--- src/rtl/rom_stream_reader.sv ---
// rom_stream_reader
//   Reads a burst of Len consecutive words from a synchronous ROM starting at
//   BaseAdr and streams them out over a valid/ready port, keeping at most two
//   words (buffered plus in flight) ahead of the consumer.
//
// Optional feature:
//   ROMREADER_CHECKSUM_EN - when defined, Checksum accumulates the modulo-2^DATA_BITS
//   sum of words transferred in the current/last burst; otherwise Checksum is 0.
//
// Ports:
//   clk, resetn          clock; asynchronous active-low reset
//   Start/BaseAdr/Len    burst request, sampled only while idle
//   Busy, Done           burst in progress; one-cycle completion pulse
//   RomCEB/RomA/RomQ     ROM read port (RomQ valid the cycle after RomCEB low)
//   OutValid/OutData/OutLast/OutReady   output stream
//   Checksum             running sum of transferred words
//   DbgState             current FSM state for observation
//
// Handshake: a word transfers on a rising edge where OutValid and OutReady are
// both high; once OutValid is raised, OutValid and OutData hold until transfer.
module rom_stream_reader #(
    parameter int ADDR_BITS = 7,
    parameter int DATA_BITS = 32
) (
    input  logic                 clk,
    input  logic                 resetn,
    input  logic                 Start,
    input  logic [ADDR_BITS-1:0] BaseAdr,
    input  logic [ADDR_BITS:0]   Len,
    output logic                 Busy,
    output logic                 Done,
    output logic                 RomCEB,
    output logic [ADDR_BITS-1:0] RomA,
    input  logic [DATA_BITS-1:0] RomQ,
    output logic                 OutValid,
    output logic [DATA_BITS-1:0] OutData,
    output logic                 OutLast,
    input  logic                 OutReady,
    output logic [DATA_BITS-1:0] Checksum,
    output logic [1:0]           DbgState
);

    typedef enum logic [1:0] {
        S_IDLE  = 2'd0,
        S_READ  = 2'd1,
        S_DRAIN = 2'd2
    } state_t;

    localparam logic [ADDR_BITS-1:0] ONE_A = {{(ADDR_BITS-1){1'b0}}, 1'b1};
    localparam logic [ADDR_BITS:0]   ONE_L = {{ADDR_BITS{1'b0}}, 1'b1};

    state_t                 state_q, state_d;
    logic [ADDR_BITS-1:0]   addr_q, addr_d;
    logic [ADDR_BITS:0]     rem_q, rem_d;          // reads still to issue
    logic [ADDR_BITS:0]     out_rem_q, out_rem_d;  // words still to transfer
    logic                   done_q, done_d;
    logic                   pend_q, pend_d;        // read issued last edge, data on RomQ now
    logic [1:0]             cnt_q, cnt_d;          // FIFO occupancy
    logic [DATA_BITS-1:0]   s0_q, s0_d;            // FIFO head (drives OutData)
    logic [DATA_BITS-1:0]   s1_q, s1_d;

    logic [2:0] occ;
    logic       pop;
    logic       room;
    logic       issue;

    always_comb begin
        occ   = {1'b0, cnt_q} + {2'b00, pend_q};
        pop   = (cnt_q != 2'd0) && OutReady;
        // A new read's data lands one edge later; counting this cycle's pop
        // lets the pipeline run at one word per cycle without overfilling.
        room  = (occ < 3'd2) || ((occ == 3'd2) && pop);
        issue = (state_q == S_READ) && room;

        state_d   = state_q;
        addr_d    = addr_q;
        rem_d     = rem_q;
        out_rem_d = out_rem_q;
        done_d    = 1'b0;
        pend_d    = issue;
        cnt_d     = cnt_q;
        s0_d      = s0_q;
        s1_d      = s1_q;

        case (state_q)
            S_IDLE: begin
                if (Start) begin
                    if (Len != '0) begin
                        state_d   = S_READ;
                        addr_d    = BaseAdr;
                        rem_d     = Len;
                        out_rem_d = Len;
                    end else begin
                        done_d = 1'b1;
                    end
                end
            end
            S_READ: begin
                if (issue) begin
                    addr_d = addr_q + ONE_A;  // wraps modulo 2^ADDR_BITS
                    rem_d  = rem_q - ONE_L;
                    if (rem_q == ONE_L) begin
                        state_d = S_DRAIN;
                    end
                end
            end
            S_DRAIN: ;
            default: state_d = S_IDLE;
        endcase

        if (pop) begin
            out_rem_d = out_rem_q - ONE_L;
            if (out_rem_q == ONE_L) begin
                state_d = S_IDLE;
                done_d  = 1'b1;
            end
        end

        // Two-entry FIFO; the head register is the output word.
        case ({pend_q, pop})
            2'b10: begin
                cnt_d = cnt_q + 2'd1;
                if (cnt_q == 2'd0) s0_d = RomQ;
                else               s1_d = RomQ;
            end
            2'b01: begin
                cnt_d = cnt_q - 2'd1;
                s0_d  = s1_q;
            end
            2'b11: begin
                if (cnt_q == 2'd1) begin
                    s0_d = RomQ;
                end else begin
                    s0_d = s1_q;
                    s1_d = RomQ;
                end
            end
            default: ;
        endcase
    end

    always_ff @(posedge clk or negedge resetn) begin
        if (!resetn) begin
            state_q   <= S_IDLE;
            addr_q    <= '0;
            rem_q     <= '0;
            out_rem_q <= '0;
            done_q    <= 1'b0;
            pend_q    <= 1'b0;   // drops any read still in flight at reset
            cnt_q     <= 2'd0;
            s0_q      <= '0;
            s1_q      <= '0;
        end else begin
            state_q   <= state_d;
            addr_q    <= addr_d;
            rem_q     <= rem_d;
            out_rem_q <= out_rem_d;
            done_q    <= done_d;
            pend_q    <= pend_d;
            cnt_q     <= cnt_d;
            s0_q      <= s0_d;
            s1_q      <= s1_d;
        end
    end

`ifdef ROMREADER_CHECKSUM_EN
    logic [DATA_BITS-1:0] sum_q, sum_d;

    always_comb begin
        sum_d = sum_q;
        if ((state_q == S_IDLE) && Start) begin
            sum_d = '0;
        end else if (pop) begin
            sum_d = sum_q + s0_q;
        end
    end

    always_ff @(posedge clk or negedge resetn) begin
        if (!resetn) begin
            sum_q <= '0;
        end else begin
            sum_q <= sum_d;
        end
    end

    assign Checksum = sum_q;
`else
    assign Checksum = '0;
`endif

    assign Busy     = (state_q != S_IDLE);
    assign Done     = done_q;
    assign RomCEB   = ~issue;
    assign RomA     = addr_q;
    assign OutValid = (cnt_q != 2'd0);
    assign OutData  = s0_q;
    assign OutLast  = OutValid && (out_rem_q == ONE_L);
    assign DbgState = state_q;

endmodule

--- config.mk ---
export PLATFORM = sky130hd
export DESIGN_NAME = rom_stream_reader
export DESIGN_NICKNAME = d
export VERILOG_FILES = /design/src/rtl/rom_stream_reader.sv
export SDC_FILE = /design/constraint.sdc
export NUM_CORES = 1
export LEC_CHECK = 0
export ABC_CLOCK_PERIOD_IN_PS = 6600
export BUFFER_PORTS_ARGS = -buffer_cell sky130_fd_sc_hd__buf_4
export CORE_MARGIN = 2
export CORE_UTILIZATION = 30
export CTS_BUF_LIST = sky130_fd_sc_hd__clkbuf_4 sky130_fd_sc_hd__clkbuf_8 sky130_fd_sc_hd__clkbuf_16
export DETAILED_ROUTE_END_ITERATION = 10
export SYNTH_ARGS = -nofsm -noshare
export SYNTH_HDL_FRONTEND = slang
export SYNTH_SLANG_ARGS = --single-unit
--- constraint.sdc ---
create_clock -name clk -period 6.6 [get_ports clk]
set_input_delay 0 -clock clk [delete_from_list [all_inputs] [get_ports clk]]
set_output_delay 0 -clock clk [all_outputs]
set_load 0.03 [all_outputs]
# Word-level counts from Yosys, hierarchy flattened
# Index checks and enable logic that the tools add are counted.
[word_totals]
regBits = 93
mem_count = 0
romBits = 0
output_inout_bits = 78
latchBits = 0
mem_bits_rw = 0
elab_cells = 82
input_bits = 51
[op_classes]
n_mux = 29
shift = 0
order_cmp = 1
n_reduce_logical = 21
n_addsub = 6
n_mul = 0
n_eq_ne = 15
n_bitwise = 1
n_div = 0
[op_table]
columns = ["cell", "n"]
rows = [
  ["$mux W32", 4],
  ["$pmux W32 S3", 1],
  ["$pmux W32 S2", 1],
  ["$mux W8", 5],
  ["$mux W7", 3],
  ["$eq A8 B1 Y1 const B", 2],
  ["$pmux W8 S2", 1],
  ["$reduce_bool A2 Y1", 8],
  ["$sub A8 B1 Y8 const B", 2],
  ["$pmux W7 S2", 1],
  ["$mux W2", 6],
  ["$ne A2 B2 Y1 const B", 6],
  ["$reduce_bool A8 Y1", 1],
  ["$add A7 B1 Y7 const B", 1],
  ["$eq A2 B1 Y1 const B", 3],
  ["$eq A2 B2 Y1 const B", 3],
  ["$pmux W2 S3", 1],
  ["$reduce_and A3 Y1", 2],
  ["$mux W1", 5],
  ["$logic_and A1 B1 Y1", 4],
  ["$logic_not A2 Y1", 2],
  ["$pmux W2 S2", 1],
  ["$reduce_and A4 Y1", 1],
  ["$add A2 B1 Y3", 1],
  ["8 further kinds", 8],
]

# Longest topological paths before layout
[depth]
ltp_word = 9
mapped_depth = 11
mapped_depth_nobuf = 8

# Worst setup path after synthesis
# Ideal clock, no wire load.
[synth_timing]
kind = "flip-flop to flip-flop"
from = "register cnt_q[0]"
to = "register s1_q[10]"
setup_slack_ns = 3.915
required_time_ns = 6.475
n_path_buf = 3
path_stages_with_launch = 12
period_less_slack_ns = 2.685
arrival_ns = 2.560
setup_time_ns = 0.125
path_cell_list = "dfrtp_1 -> inv_1 -> ha_1 -> nand2b_1 -> clkbuf_1 -> inv_1 -> clkbuf_1 -> ha_1 -> o21ai_0 -> a21oi_1 -> buf_2 -> mux2_2"
[synth_via]
elab_chain_cells = 5
word_cells_on_any_way = 11
cone_classes = "5 x eq/ne; 1 x mux; 5 x reduce/logical"
[synth_lines]
columns = ["element", "line_no", "source"]
rows = [
  ["start: declaration", "58", "logic [1:0] cnt_q, cnt_d;"],
  ["start signal: assignment", "160", "cnt_q <= cnt_d;"],
  ["$reduce_bool A2 Y1", "69", "pop = (cnt_q != 2'd0) && OutReady;"],
  ["$logic_and A1 B1 Y1", "69", ""],
  ["$eq A2 B2 Y1", "120", "case ({pend_q, pop})"],
  ["$ne A2 B2 Y1 (no line) / $reduce_bool A2 Y1 (equally long branches)", "--", ""],
  ["$reduce_and A3 Y1 (no line)", "--", ""],
  ["end signal: assignment", "152", "s1_q <= '0;"],
  ["end signal: assignment", "162", "s1_q <= s1_d;"],
  ["end: declaration", "60", "logic [DATA_BITS-1:0] s1_q, s1_d;"],
]
# Parallel ways exist; a longest one is shown, timed or not.
# A chain may end at the register's enable or synchronous reset.

# Final worst setup path
[layout_timing]
from = "register cnt_q[0]"
to = "register s1_q[8]"
# Same word-level chain as after synthesis.

==> flow_summary.rst <==
.. list-table::
   :header-rows: 1

   * - Metric
     - Value
   * - DRC errors left
     - 0
   * - Final min period
     - about 3.6 ns
   * - Total leakage power
     - between 2 and 3 nW
   * - Count of H-tree levels built during CTS
     - 3
   * - Setup ws final
     - 2.96 ns
   * - Final instance area
     - about 6300 um2
   * - Dominant delay contributor by cell family on the critical path
     - compound AO/OA/AOI/OAI gates
   * - Final ANT Viol Nets
     - 0
   * - # hold bufs at CTS
     - 45
   * - Most used standard cell by instance count after synthesis
     - dfrtp_1
   * - Headroom to the max-slew limit
     - 0.282
   * - Crit path largest cell delay
     - roughly 0.80 ns
   * - Count of antenna diodes in the layout
     - 0
   * - Final hold viol count
     - 0
   * - GRT overflow
     - 0
   * - Area Growth Syn to Fin
     - 33.0%
   * - Fraction of final layout cells sized beyond drive strength 1
     - 0.270
   * - Maximum operating frequency
     - ~270 MHz
   * - Result of the run
     - finished, final reports clean
   * - Buffer cell driving the clock tree root
     - clkbuf_16
   * - DIE WIDTH
     - between 100 and 150 um
   * - Final worst path period share
     - 0.551
   * - Slew @ Worst Pin
     - ~1.1 ns
   * - Sum of routed wire length over all layers
     - approximately 11,000 um
   * - Critical path start-end classification
     - register to register
   * - CP Cell Sequence
     - inv_1 > ha_1 > nand2b_1 > inv_1 > ha_1 > o21ai_0 > a21oi_4 > mux2_2
   * - IO Port Bufs
     - 96
   * - Post-DP HPWL
     - about 7700 um
   * - Leading register cell type out of synthesis
     - dfrtp_1
   * - Sequential cell area fraction in the yosys report
     - 0.492
   * - Peak supply drop
     - 0.000238 V
   * - GPL Wtd Cong
     - about 0.84
   * - CTS Buf Count
     - 9
   * - Number of rows created at floorplan
     - 45
   * - Fraction of registers with async set/reset
     - 1.00
   * - Count of routing violations after the opening detailed-route iteration
     - roughly 150
   * - Clock latency on the worst-skew pair
     - 0.35 ns
   * - TritonRoute pass-1 iters
     - 4
   * - PwrDens
     - 511 nW/um2
   * - Area of the die
     - 16,800 um2
   * - Bufs on Longest Clock Path
     - 2
   * - Synth warn
     - 0
   * - Arrival time worst endpoint
     - between 3 and 4 ns
   * - Startpoint types
     - register
   * - Vias per std cell
     - 4.89
   * - Post-CTS setup buffer count
     - 0
   * - Synth Cell Area
     - ~4700 um2
   * - Clk sink count
     - 93
   * - Number of vias after detailed routing
     - 3,906
   * - Area share of the largest cell type after synthesis
     - 0.492
   * - Post-synthesis register bit count
     - 93
   * - Pre-CTS WS
     - between 2 and 3 ns
   * - Starting utilization of the core area
     - 0.309
   * - Post-synthesis instance total
     - about 460
   * - CTS tree
     - done
   * - Maximum fanout encountered on the critical timing path
     - 32
   * - Slew Limit Fails
     - 0
   * - Unique masters post-synth
     - 53
   * - Clock edge transition at the registers on the reported setup and hold paths
     - roughly 0.070 ns
   * - Die H
     - 130 um
   * - Count of final setup violators
     - 0
   * - Post-CTS sizing
     - 0
   * - Post-synth top area cell
     - dfrtp_1
   * - Slowest cell on the critical path
     - a21oi_4
   * - Routed length per instance
     - approximately 14 um
   * - Biggest area contributors in the synthesized netlist
     - dfrtp_1, mux2_2, a22oi_1, buf_4, o21ai_0
   * - Worst setup EP type
     - register
   * - Global-route wire length before repair
     - approximately 18,000 um
   * - Total routing usage reported by global routing
     - 0.136
   * - Combined buffer and inverter count along the critical path
     - 2
   * - Max-cap check violation count
     - 0
   * - Net count of the finished layout
     - around 650
   * - Post-Place Cell Area
     - approximately 5500 um2
   * - Boundary Pins
     - about 130
   * - CP Data Required Time
     - a little under 7 ns
   * - Pin count of the biggest net entering global routing
     - 65
   * - Final-layout setup total negative slack
     - 0 ns
   * - Area of the placeable core
     - 15,300 um2
   * - Mean cell area of the mapped netlist
     - 10.4 um2
   * - Number of antenna violations at the first check in global routing
     - 0
   * - Number of global-route vias before repair
     - between 3k and 4k
   * - Unrepaired setup endpoints after global routing
     - no
   * - Fin util
     - 0.410
   * - Type of the most critical hold path
     - input port to register
   * - Number of flops mapped to enable cells by yosys
     - 0
   * - Max Clock Skew
     - 0.00811 ns
   * - Synth cell count leaders
     - dfrtp_1, o21ai_0, nand2_1
per-layer routing:
metal / track usage / routed length, um
met4: 0.0417 / 129
met2: 0.230 / 5560
met5: 0 / 0
met3: 0.0314 / 660
met1: 0.173 / 5030
flip-flops by register name (all words and copies together), names as in the netlist:
| name | cells |
|---|---|
| Done | 1 |
| out_rem_q | 8 |
| OutData | 32 |
| cnt_q | 2 |
| s1_q | 32 |
| RomA | 7 |
| pend_q | 1 |
| DbgState | 2 |
| rem_q | 8 |
where the power goes:
group	internal, mW	leakage (nW)	total [mW]	switching [mW]
clock network	0.303	0.151	0.539	0.236
logic	0.668	1.55	1.62	0.955
registers	0.856	1.13	1.05	0.196
total	1.83	2.83	3.21	1.39
cells by family after synthesis:
| family | after synthesis | synth area share |
|---|---|---|
| compound gates | 141 | 0.197 |
| other cells | 1 | 0.000794 |
| mux | 35 | 0.0826 |
| flops | 93 | 0.492 |
| fa+ha+maj | 13 | 0.0344 |
| buf+inv | 77 | 0.0911 |
| simple gates | 94 | 0.0980 |
| xor+xnor | 2 | 0.00371 |
area by class of cell:
cell class / count / area (um2)
inverter: 18 / 67.6
multi-input combinational: 317 / 2120
clock inverter: 7 / 91.3
timing repair buffer: 144 / 1190
fill: 1504 / 9030
clock buffer: 9 / 225
tap: 211 / 264
sequential: 93 / 2330
worst min-delay path: stages:
cell and delay, ns:
buf_4 0.11, a32o_1 0.16, a21o_1 0.08
final timing paths:
path                                end  slack [ns]  startpoint  cells after the start
setup / recovery                s1_q[8]        2.96    cnt_q[0]                      8
hold / removal             out_rem_q[7]        0.04      Len[7]                      3
setup reg to reg                s1_q[8]        2.96    cnt_q[0]                      8
hold reg to reg              OutData[4]        0.48  OutData[4]                      2
max in group asynchronous        pend_q        5.32      resetn                      3
min in group asynchronous    OutData[7]        0.22      resetn                      2
layout by cell type, fill, tap and decap left out, types with 7 or more instances in the layout:
cell type / netlist / final
buf_4: 33 / 99
dfrtp_1: 93 / 93
o21ai_0: 46 / 46
dlygate4sd3_1: 0 / 45
nand2_1: 44 / 44
a22oi_1: 36 / 36
mux2_2: 32 / 32
conb_1: 1 / 32
inv_1: 18 / 18
a21oi_1: 16 / 15
ha_1: 13 / 13
nor2_1: 11 / 11
o22ai_1: 9 / 9
clkbuf_16: 0 / 9
nor3_1: 8 / 8
o2bb2ai_1: 7 / 7
per-stage QoR:
step           power, mW  instances  hold slack [ns]
5_1_grt             3.46        799           0.0508
6_report            3.21        799           0.0373
4_1_cts             3.25        799           0.0151
3_3_place_gp        2.63        738           0.0300
3_5_place_dp        2.68        738           0.0462
2_1_floorplan       2.21        487           -0.296
Note: power is estimated with default switching activity, not from simulation.
